**config.mk**
```make
export PLATFORM = sky130hd
export DESIGN_NAME = mdu_issue_flat
export DESIGN_NICKNAME = d
export VERILOG_FILES = /design/src/rtl/mdu_pkg.sv /design/src/rtl/mdu_issue_if.sv /design/src/rtl/mdu_lat_cnt.sv /design/src/rtl/mdu_issue.sv /design/src/flat_wrapper.sv
export SDC_FILE = /design/constraint.sdc
export NUM_CORES = 1
export LEC_CHECK = 0
export ABC_AREA = 1
export CAP_MARGIN = 20
export CORE_AREA = 2 2 95 97
export CTS_CLUSTER_DIAMETER = 50
export DETAILED_ROUTE_END_ITERATION = 8
export DIE_AREA = 0 0 97 99
export MAX_ROUTING_LAYER = met4
export PLACE_DENSITY = 0.67
export SKIP_CTS_REPAIR_TIMING = 1
export SLEW_MARGIN = 20
export SYNTH_ARGS = -nofsm -noshare
export SYNTH_HDL_FRONTEND = slang
export SYNTH_SLANG_ARGS = --single-unit
```
**constraint.sdc**
```tcl
create_clock -name Clk -period 3.5 [get_ports Clk]
set_clock_uncertainty 0.2 [all_clocks]
set_input_delay 0.35 -clock Clk [delete_from_list [all_inputs] [get_ports Clk]]
set_output_delay 0.35 -clock Clk [all_outputs]
set_load 0.05 [all_outputs]
```
**src/rtl/mdu_pkg.sv**
```systemverilog
// Shared encodings, widths and latency defaults for the MDU issue/interlock logic.
package mdu_pkg;

  localparam int unsigned DATA_W      = 32;
  localparam int unsigned CMD_W       = 4;
  localparam int unsigned OP_W        = 2;
  localparam int unsigned MUL_LAT_DEF = 4;
  localparam int unsigned DIV_LAT_DEF = 9;

  typedef enum logic [CMD_W-1:0] {
    CMD_NONE  = 4'd0,
    CMD_MULT  = 4'd1,
    CMD_MULTU = 4'd2,
    CMD_DIV   = 4'd3,
    CMD_DIVU  = 4'd4,
    CMD_MADD  = 4'd5,
    CMD_MTHI  = 4'd6,
    CMD_MTLO  = 4'd7,
    CMD_MFHI  = 4'd8,
    CMD_MFLO  = 4'd9
  } mdu_cmd_e;

  typedef enum logic [OP_W-1:0] {
    OP_MULTU = 2'b00,
    OP_MULT  = 2'b01,
    OP_DIVU  = 2'b10,
    OP_DIV   = 2'b11
  } mdu_op_e;

  typedef enum logic {
    ST_IDLE = 1'b0,
    ST_WAIT = 1'b1
  } mdu_state_e;

  // Request lines toward the MDU, built together and fanned out to the interface.
  typedef struct packed {
    logic [DATA_W-1:0] d1;
    logic [DATA_W-1:0] d2;
    logic [OP_W-1:0]   op;
    logic              start;
    logic              we;
    logic              hilo;
    logic              madd;
  } mdu_req_t;

  // Codes above MFLO are reserved and behave like NONE.
  function automatic logic cmd_is_mdu(input logic [CMD_W-1:0] cmd);
    return (cmd != CMD_NONE) && (cmd <= CMD_MFLO);
  endfunction

endpackage

```
**src/rtl/mdu_issue_if.sv**
```systemverilog
// Request/response bundle between the issue controller and the multiply/divide unit.
interface mdu_issue_if;
  import mdu_pkg::*;

  logic [DATA_W-1:0] mdu_d1;
  logic [DATA_W-1:0] mdu_d2;
  logic [OP_W-1:0]   mdu_op;
  logic              mdu_start;
  logic              mdu_we;
  logic              mdu_hilo;
  logic              mdu_madd;
  logic              mdu_if_exception;
  logic              mdu_busy;
  logic [DATA_W-1:0] mdu_hi;
  logic [DATA_W-1:0] mdu_lo;

  modport master (
    output mdu_d1, mdu_d2, mdu_op, mdu_start, mdu_we, mdu_hilo, mdu_madd, mdu_if_exception,
    input  mdu_busy, mdu_hi, mdu_lo
  );

  modport slave (
    input  mdu_d1, mdu_d2, mdu_op, mdu_start, mdu_we, mdu_hilo, mdu_madd, mdu_if_exception,
    output mdu_busy, mdu_hi, mdu_lo
  );

endinterface

```
**src/rtl/mdu_lat_cnt.sv**
```systemverilog
// Loadable down-counter that stops at zero; gives the minimum remaining MDU latency.
module mdu_lat_cnt #(
  parameter int unsigned CNT_W = 4
) (
  input  logic             clk,
  input  logic             rst_n,
  input  logic             load_i,
  input  logic [CNT_W-1:0] load_val_i,
  input  logic             dec_i,
  output logic             zero_o
);

  logic [CNT_W-1:0] cnt_q;
  logic [CNT_W-1:0] cnt_d;

  // Load wins over decrement so a back-to-back issue restarts the count.
  always_comb begin
    cnt_d = cnt_q;
    if (load_i) begin
      cnt_d = load_val_i;
    end else if (dec_i && (cnt_q != '0)) begin
      cnt_d = cnt_q - CNT_W'(1);
    end
  end

  always_ff @(posedge clk or negedge rst_n) begin
    if (!rst_n) begin
      cnt_q <= '0;
    end else begin
      cnt_q <= cnt_d;
    end
  end

  assign zero_o = (cnt_q == '0);

endmodule

```
**src/rtl/mdu_issue.sv**
```systemverilog
// Execute-stage issue/interlock controller for the multiply/divide unit:
// drives MDU requests, stalls on MDU hazards and returns HI/LO for MFHI/MFLO.
module mdu_issue
  import mdu_pkg::*;
#(
  parameter int unsigned MUL_LAT = MUL_LAT_DEF,
  parameter int unsigned DIV_LAT = DIV_LAT_DEF,
  parameter int unsigned CNT_W   = 4
) (
  input  logic              Clk,
  input  logic              resetn,
  input  logic              ex_valid,
  input  logic [CMD_W-1:0]  ex_cmd,
  input  logic [DATA_W-1:0] ex_rs,
  input  logic [DATA_W-1:0] ex_rt,
  input  logic              ex_exc,
  input  logic              flush,
  output logic              stall_o,
  output logic [DATA_W-1:0] mf_data,
  output logic              mf_valid,
  mdu_issue_if.master       mdu
);

  mdu_state_e       state_q;
  mdu_op_e          op_sel;
  mdu_req_t         req;
  logic             is_arith;
  logic             is_madd;
  logic             is_mt;
  logic             is_mf;
  logic             sel_lo;
  logic             is_div;
  logic             cnt_zero;
  logic             done;
  logic             go;
  logic             issue;
  logic [CNT_W-1:0] load_val;

  // Command decode.
  always_comb begin
    is_arith = 1'b0;
    is_madd  = 1'b0;
    is_mt    = 1'b0;
    is_mf    = 1'b0;
    sel_lo   = 1'b0;
    is_div   = 1'b0;
    op_sel   = OP_MULTU;
    case (ex_cmd)
      CMD_MULT:  begin is_arith = 1'b1; op_sel = OP_MULT;  end
      CMD_MULTU: begin is_arith = 1'b1; op_sel = OP_MULTU; end
      CMD_DIV:   begin is_arith = 1'b1; op_sel = OP_DIV;   is_div = 1'b1; end
      CMD_DIVU:  begin is_arith = 1'b1; op_sel = OP_DIVU;  is_div = 1'b1; end
      CMD_MADD:  is_madd = 1'b1;
      CMD_MTHI:  is_mt = 1'b1;
      CMD_MTLO:  begin is_mt = 1'b1; sel_lo = 1'b1; end
      CMD_MFHI:  is_mf = 1'b1;
      CMD_MFLO:  begin is_mf = 1'b1; sel_lo = 1'b1; end
      default:   ;
    endcase
  end

  // The counter is only a lower bound; Busy can extend the wait indefinitely.
  assign done     = cnt_zero & ~mdu.mdu_busy;
  assign stall_o  = (state_q == ST_WAIT) & ~done & ex_valid & cmd_is_mdu(ex_cmd);
  assign go       = ex_valid & ~ex_exc & ~flush & ~stall_o;
  assign issue    = go & (is_arith | is_madd);
  assign load_val = is_div ? CNT_W'(DIV_LAT) : CNT_W'(MUL_LAT);

  mdu_lat_cnt #(
    .CNT_W (CNT_W)
  ) u_cnt (
    .clk        (Clk),
    .rst_n      (resetn),
    .load_i     (issue),
    .load_val_i (load_val),
    .dec_i      (state_q == ST_WAIT),
    .zero_o     (cnt_zero)
  );

  // Exiting WAIT and issuing the next operation may happen on the same edge.
  always_ff @(posedge Clk or negedge resetn) begin
    if (!resetn) begin
      state_q <= ST_IDLE;
    end else begin
      case (state_q)
        ST_IDLE: if (issue)          state_q <= ST_WAIT;
        ST_WAIT: if (done && !issue) state_q <= ST_IDLE;
        default:                     state_q <= ST_IDLE;
      endcase
    end
  end

  // Request strobes and operands, all held at zero unless the instruction goes.
  always_comb begin
    req = '0;
    if (go) begin
      if (is_arith || is_madd) begin
        req.d1 = ex_rs;
        req.d2 = ex_rt;
      end
      if (is_arith) begin
        req.start = 1'b1;
        req.op    = op_sel;
      end
      if (is_madd) begin
        req.madd = 1'b1;
      end
      if (is_mt) begin
        req.we   = 1'b1;
        req.d1   = ex_rs;
        req.hilo = sel_lo;
      end
    end
  end

  assign mdu.mdu_d1           = req.d1;
  assign mdu.mdu_d2           = req.d2;
  assign mdu.mdu_op           = req.op;
  assign mdu.mdu_start        = req.start;
  assign mdu.mdu_we           = req.we;
  assign mdu.mdu_hilo         = req.hilo;
  assign mdu.mdu_madd         = req.madd;
  assign mdu.mdu_if_exception = ex_exc | flush;

  assign mf_valid = go & is_mf;
  assign mf_data  = (ex_valid && is_mf) ? (sel_lo ? mdu.mdu_lo : mdu.mdu_hi) : '0;

endmodule

```
**src/flat_wrapper.sv**
```systemverilog
// flat-port wrapper written by rule: the top's interface ports become plain ports
module mdu_issue_flat import mdu_pkg::*;
#(
  parameter int unsigned MUL_LAT = MUL_LAT_DEF,
  parameter int unsigned DIV_LAT = DIV_LAT_DEF,
  parameter int unsigned CNT_W   = 4
)
  (Clk, resetn, ex_valid, ex_cmd, ex_rs, ex_rt, ex_exc, flush, stall_o, mf_data, mf_valid, mdu_mdu_d1, mdu_mdu_d2, mdu_mdu_op, mdu_mdu_start, mdu_mdu_we, mdu_mdu_hilo, mdu_mdu_madd, mdu_mdu_if_exception, mdu_mdu_busy, mdu_mdu_hi, mdu_mdu_lo);
  mdu_issue_if mdu_i ();
  input  logic Clk;
  input  logic resetn;
  input  logic ex_valid;
  input  logic [CMD_W-1:0] ex_cmd;
  input  logic [DATA_W-1:0] ex_rs;
  input  logic [DATA_W-1:0] ex_rt;
  input  logic ex_exc;
  input  logic flush;
  output logic stall_o;
  output logic [DATA_W-1:0] mf_data;
  output logic mf_valid;
  output wire logic [$bits(mdu_i.mdu_d1)-1:0] mdu_mdu_d1;
  output wire logic [$bits(mdu_i.mdu_d2)-1:0] mdu_mdu_d2;
  output wire logic [$bits(mdu_i.mdu_op)-1:0] mdu_mdu_op;
  output wire logic [$bits(mdu_i.mdu_start)-1:0] mdu_mdu_start;
  output wire logic [$bits(mdu_i.mdu_we)-1:0] mdu_mdu_we;
  output wire logic [$bits(mdu_i.mdu_hilo)-1:0] mdu_mdu_hilo;
  output wire logic [$bits(mdu_i.mdu_madd)-1:0] mdu_mdu_madd;
  output wire logic [$bits(mdu_i.mdu_if_exception)-1:0] mdu_mdu_if_exception;
  input wire logic [$bits(mdu_i.mdu_busy)-1:0] mdu_mdu_busy;
  input wire logic [$bits(mdu_i.mdu_hi)-1:0] mdu_mdu_hi;
  input wire logic [$bits(mdu_i.mdu_lo)-1:0] mdu_mdu_lo;
  assign mdu_mdu_d1 = mdu_i.mdu_d1;
  assign mdu_mdu_d2 = mdu_i.mdu_d2;
  assign mdu_mdu_op = mdu_i.mdu_op;
  assign mdu_mdu_start = mdu_i.mdu_start;
  assign mdu_mdu_we = mdu_i.mdu_we;
  assign mdu_mdu_hilo = mdu_i.mdu_hilo;
  assign mdu_mdu_madd = mdu_i.mdu_madd;
  assign mdu_mdu_if_exception = mdu_i.mdu_if_exception;
  assign mdu_i.mdu_busy = mdu_mdu_busy;
  assign mdu_i.mdu_hi = mdu_mdu_hi;
  assign mdu_i.mdu_lo = mdu_mdu_lo;
  mdu_issue #(.MUL_LAT(MUL_LAT), .DIV_LAT(DIV_LAT), .CNT_W(CNT_W)) u_core (.Clk(Clk), .resetn(resetn), .ex_valid(ex_valid), .ex_cmd(ex_cmd), .ex_rs(ex_rs), .ex_rt(ex_rt), .ex_exc(ex_exc), .flush(flush), .stall_o(stall_o), .mf_data(mf_data), .mf_valid(mf_valid), .mdu(mdu_i));
endmodule
```
Yosys cells after proc, flatten, opt, wreduce, memory -nomap -nowiden
Index checks and enable logic that the tools add are counted.

word-level totals
  input port bits = 138
  logic and storage cells = 66
  register bits = 5
  output and inout bits = 105

operators by class
  muxes and demuxes = 21
  add/sub/neg operators = 1
  equal/unequal tests = 9
  $lt $le $gt $ge = 1
  reductions and logical operators = 15
  bitwise gates (word level) = 17

operators by type and width
  operator               count
  $mux W32               3
  $mux W70               1
  $mux W64               1
  $eq A4 B3 Y1 const B   4
  $mux W4                3
  $and A1 B1 Y1          9
  $mux W1                9
  $eq A4 B2 Y1 const B   2
  $eq A4 B4 Y1 const B   2
  $reduce_bool A4 Y1     2
  $reduce_or A2 Y1       4
  $not A1 Y1             6
  $pmux W2 S3            1
  $eq A4 B1 Y1 const B   1
  $le A4 B4 Y1 const B   1
  $logic_and A1 B1 Y1    4
  $logic_not A4 Y1       1
  $reduce_or A4 Y1       1
  $sub A4 B1 Y4 const B  1
  $mux W3                1
  $mux W2                1
  $or A1 B1 Y1           2
  $pmux W1 S2            1
  $reduce_bool A2 Y1     1
  other kinds (2)        2

Logic depth before layout (Yosys ltp)
  word-level depth = 13
  mapped depth = 11
  gate-level depth less buffers = 11

Hierarchy
Synthesis repeated with hierarchy kept, for this count alone.

unflattened totals
  cells, all modules = 382
  area, all modules = 1816.7 um^2

modules (own cells, without submodules)
  module       cells an instance  area each (um^2)  seq. area each (um^2)  times used
  mdu_issue    336                1521.5            25.0                   1
  mdu_lat_cnt  46                 295.3             100.1                  1

Least setup slack after synthesis
OpenSTA, ideal clock, no wires.

  path kind = input port to output port
  start = input ex_exc
  end = output mdu_mdu_start
  arrival = 2.054 ns
  cell stages on the path = 5
  buffers on the path = 1
  required time = 2.950 ns
  setup slack = 0.896 ns
  cells stage by stage = or2_2 > nor2_2 > nand2_2 > buf_6 > a21oi_1

on the way
  longest elaborated chain between the ends = 5

RTL lines
  item                        RTL line            text
  start: declaration          flat_wrapper.sv:16  input logic ex_exc;
  $not A1 Y1                  mdu_issue.sv:65     assign go = ex_valid & ~ex_exc & ~flush & ~stall_o;
  $and A1 B1 Y1 (3 in a row)  mdu_issue.sv:65
  $mux W70                    mdu_issue.sv:96     if (go) begin
  end: declaration            flat_wrapper.sv:24  output wire logic [$bits(mdu_i.mdu_start)-1:0] mdu_mdu_start;

Every way passes these cells.

Worst setup path after layout
  start = input ex_cmd[3]
  end = output mdu_mdu_op[1]

on the way
  longest elaborated chain between the ends = 6
  elaborated cells between the ends (all ways) = 15
  those cells by class = 1 x order compare; 4 x eq/ne; 4 x mux; 3 x bitwise; 3 x reduce/logical

RTL lines
  item                                                       RTL line            text
  start: declaration                                         flat_wrapper.sv:13  input logic [CMD_W-1:0] ex_cmd;
  $le A4 B4 Y1 / $reduce_bool A4 Y1 (equally long branches)  mdu_pkg.sv:48       return (cmd != CMD_NONE) && (cmd <= CMD_MFLO);
  $logic_and A1 B1 Y1                                        mdu_pkg.sv:48
  $and A1 B1 Y1                                              mdu_issue.sv:64     assign stall_o = (state_q == ST_WAIT) & ~done & ex_valid & cmd_is_mdu(ex_cmd);
  $not A1 Y1                                                 mdu_issue.sv:65
  $and A1 B1 Y1                                              mdu_issue.sv:65
  $mux W70 (*)                                               mdu_issue.sv:96
  end: declaration                                           flat_wrapper.sv:23  output wire logic [$bits(mdu_i.mdu_op)-1:0] mdu_mdu_op;

Mark *: on every way between the ends. The rest lies on a longest branch, timed or not.

==> impl_metrics.yaml <==
outcome:
  status: "completed"
worst_setup_path:
  crit_fanout: 7
  reg2reg_slack_ns: 1.65
  r2r-start: "u_core.u_cnt.cnt_q[0]"
  end_kind: "primary output"
  crit_type: "input pin to primary output"
  required_ns: 2.95
  cpMostUsedCell: "clkdlybuf4s50_1"
  start_kind: "input pin"
  crit_chain: "clkdlybuf4s50_1 -> nor2_1 -> nand2_1 -> o21ai_0 -> nand3_1 -> inv_1 -> clkdlybuf4s50_1"
  worstRegToRegCells: 11
  crit_slowest_cell: "clkdlybuf4s50_1"
  r2r_end: "u_core.u_cnt.cnt_q[0]"
  cp.arrival_ns: 2.42
  cpPeakStageDelay_ns: 0.80
pwr:
  power.density_mw_per_mm2: 175
  irDropWorstVdd_mv: 0.321
  leakage_nw: 1.99
placement:
  dpl.hpwl_um: 7720
  io_buffer_count: 242
  post-place-ws_ns: 0.561
  gp_congestion: 0.907
synthesis:
  synth_area_per_cell_sq_um: 4.83
  synth-adder-area-share_pct: 1.61
  seq_area_frac_synth_pct: 8.03
  mappedNetlistNets: 463
  synth_compound_area_share_pct: 12.9
  synthesis.area_sq_mm: 0.00156
  synth-simple-area-share_pct: 61.2
  netlist_instances: 323
  synth_top_family_by_area: "simple AND/OR/NAND/NOR gates"
  synthMuxAreaShare_pct: 0
  synth-xor-area-share_pct: 1.12
  ys_seq_elements: 5
  synth_warnings: 0
  ys_types: 21
finish:
  final_common_cell: "nand2_1"
  drive_gt1_share_pct: 22.7
  layout_common_cells: "152 x nand2_1, 140 x clkdlybuf4s50_1, 79 x buf_12, 71 x nor2_1, 33 x a21oi_1"
  areaGrowthSynthToFinish_pct: 204
  n_antenna_cell: 0
  filler_cell_count: 792
  fin_nets: 692
  multi_input_area_sq_mm: 0.00120
  regArea_sq_um: 125
  fin_util_pct: 55.4
sta:
  maxSlewHeadroom_pct: 55.6
  holdWs_ns: 0.159
  setup_tns_ns: 0
  setup_ws_ns: 0.527
  rsz0062_at_grt: "false"
  worstMarginPinSlew_ns: 0.666
  hold_viol: 0
  fmax_mhz: 336
  timing.final.crit_share_pct: 84.9
  setup_viol: 0
  drv_slew: 0
  min_period_ns: 2.97
routing:
  first_pass_iters: 6
  drc: 0
  wl_um: 9250
  vias_per_cell: 4.34
  drt_iter0_markers: 79
  via_count: 2861
  wl_per_cell_um: 14.0
  postRouteAntennaNets: 0
floorplan:
  num_rows: 34
  die_height_um: 99
  die-area_sq_mm: 0.00960
  core_area_sq_mm: 0.00855
  die_width_um: 97
  io_pins: 243
  start_util_pct: 18.2
cts:
  cts_root_buf: "clkbuf_8"
  clkLatencyLatePin_ns: 0.22
  htreeDepth: 1
  cts_buffer_depth: 2
  cts_made_buffers: 3
  cts_sinks: 5
  cts_tree: "done"
  clk_pin_slew_worst_paths_ns: 0.04
min_path:
  hp-class: "input pin to asynchronous set/reset pin"
grt:
  grt.total_usage_pct: 18.6
  grt_pass1_vias: 2861
  antenna_found_initial: 0
  grt_max_degree: 66
  grt_pass1_wl_um: 14400
  overflow: 0
flow_run:
  drv_cap: 0
## cell type report
| cell class | instances | area share [%] |
|---|---|---|
| flip-flops and latches | 5 | 2.64 |
| multi-input cells | 283 | 25.3 |
| well taps | 108 | 2.85 |
| clock buffers | 4 | 0.950 |
| inverters | 13 | 1.03 |
| repair buffers | 246 | 67.2 |
## synthesized netlist by cell type
library cell | instances | area [sq um]
nor2_1 | 71 | 267
clkbuf_1 | 3 | 11.3
nand4_1 | 1 | 6.26
nand3_1 | 6 | 30.0
nor3_2 | 1 | 10.0
buf_6 | 13 | 146
inv_1 | 10 | 37.5
o21ai_0 | 3 | 15.0
a21oi_4 | 1 | 16.3
inv_2 | 3 | 11.3
ha_1 | 2 | 25.0
xor2_1 | 1 | 8.76
nand3_2 | 2 | 20.0
nand2_1 | 152 | 571
buf_2 | 6 | 30.0
or2_2 | 1 | 6.26
xnor2_1 | 1 | 8.76
a21oi_1 | 34 | 170
nand2_2 | 4 | 25.0
dfrtp_1 | 5 | 125
nor2_2 | 3 | 18.8
## layer usage
metal / vias up / GRT usage [%] / routed length, um
met4: 0 / 4.66 / 159
li1: 1441 / - / -
met3: 14 / 2.13 / 498
met5: - / - / 0
met1: 1276 / 20.6 / 3600
met2: 130 / 35.6 / 5000
## worst max path at each step
stage               slack [ns]       endpoint      start  cells after the start
floorplan                 0.90  mdu_mdu_start     ex_exc                      5
global placement          0.60  mdu_mdu_op[1]  ex_cmd[3]                      9
detailed placement        0.56  mdu_mdu_op[1]  ex_cmd[3]                      7
CTS                       0.55  mdu_mdu_op[1]  ex_cmd[3]                      7
global route              0.35  mdu_mdu_op[1]  ex_cmd[3]                      7
finish                    0.53  mdu_mdu_op[1]  ex_cmd[3]                      7
## flip-flops by register name (all words and copies together) (netlist names)
signal / flops
u_core.u_cnt.cnt_q: 4
u_core.state_q: 1
## worst max-delay path: cells and delay by family
| kind | cells | cell delay (ns) |
|---|---|---|
| buf+inv | 3 | 1.42 |
| simple gates | 3 | 0.47 |
| compound gates | 1 | 0.17 |
## where the power goes
group | internal, W | switching, W
Clock | 0.0000783 | 0.0000300
Sequential | 0.0000909 | 0.0000184
Combinational | 0.000294 | 0.000316
## metrics by stage
step	cell area, sq um	power [W]	instances
after floorplan	1560	0.000442	323
after global placement	4700	0.000703	655
after detailed placement	4700	0.000716	655
after CTS	4740	0.000833	659
after global routing	4740	0.000902	659
final	4740	0.000828	659
## logic make-up after synthesis
group                    after synthesis
adder cells (fa/ha/maj)                2
AO/OA/AOI/OAI                         38
AND/OR/NAND/NOR                      241
flip-flops                             5
XOR/XNOR                               2
buffers and inverters                 35
Power figures use the tool's default switching activity.
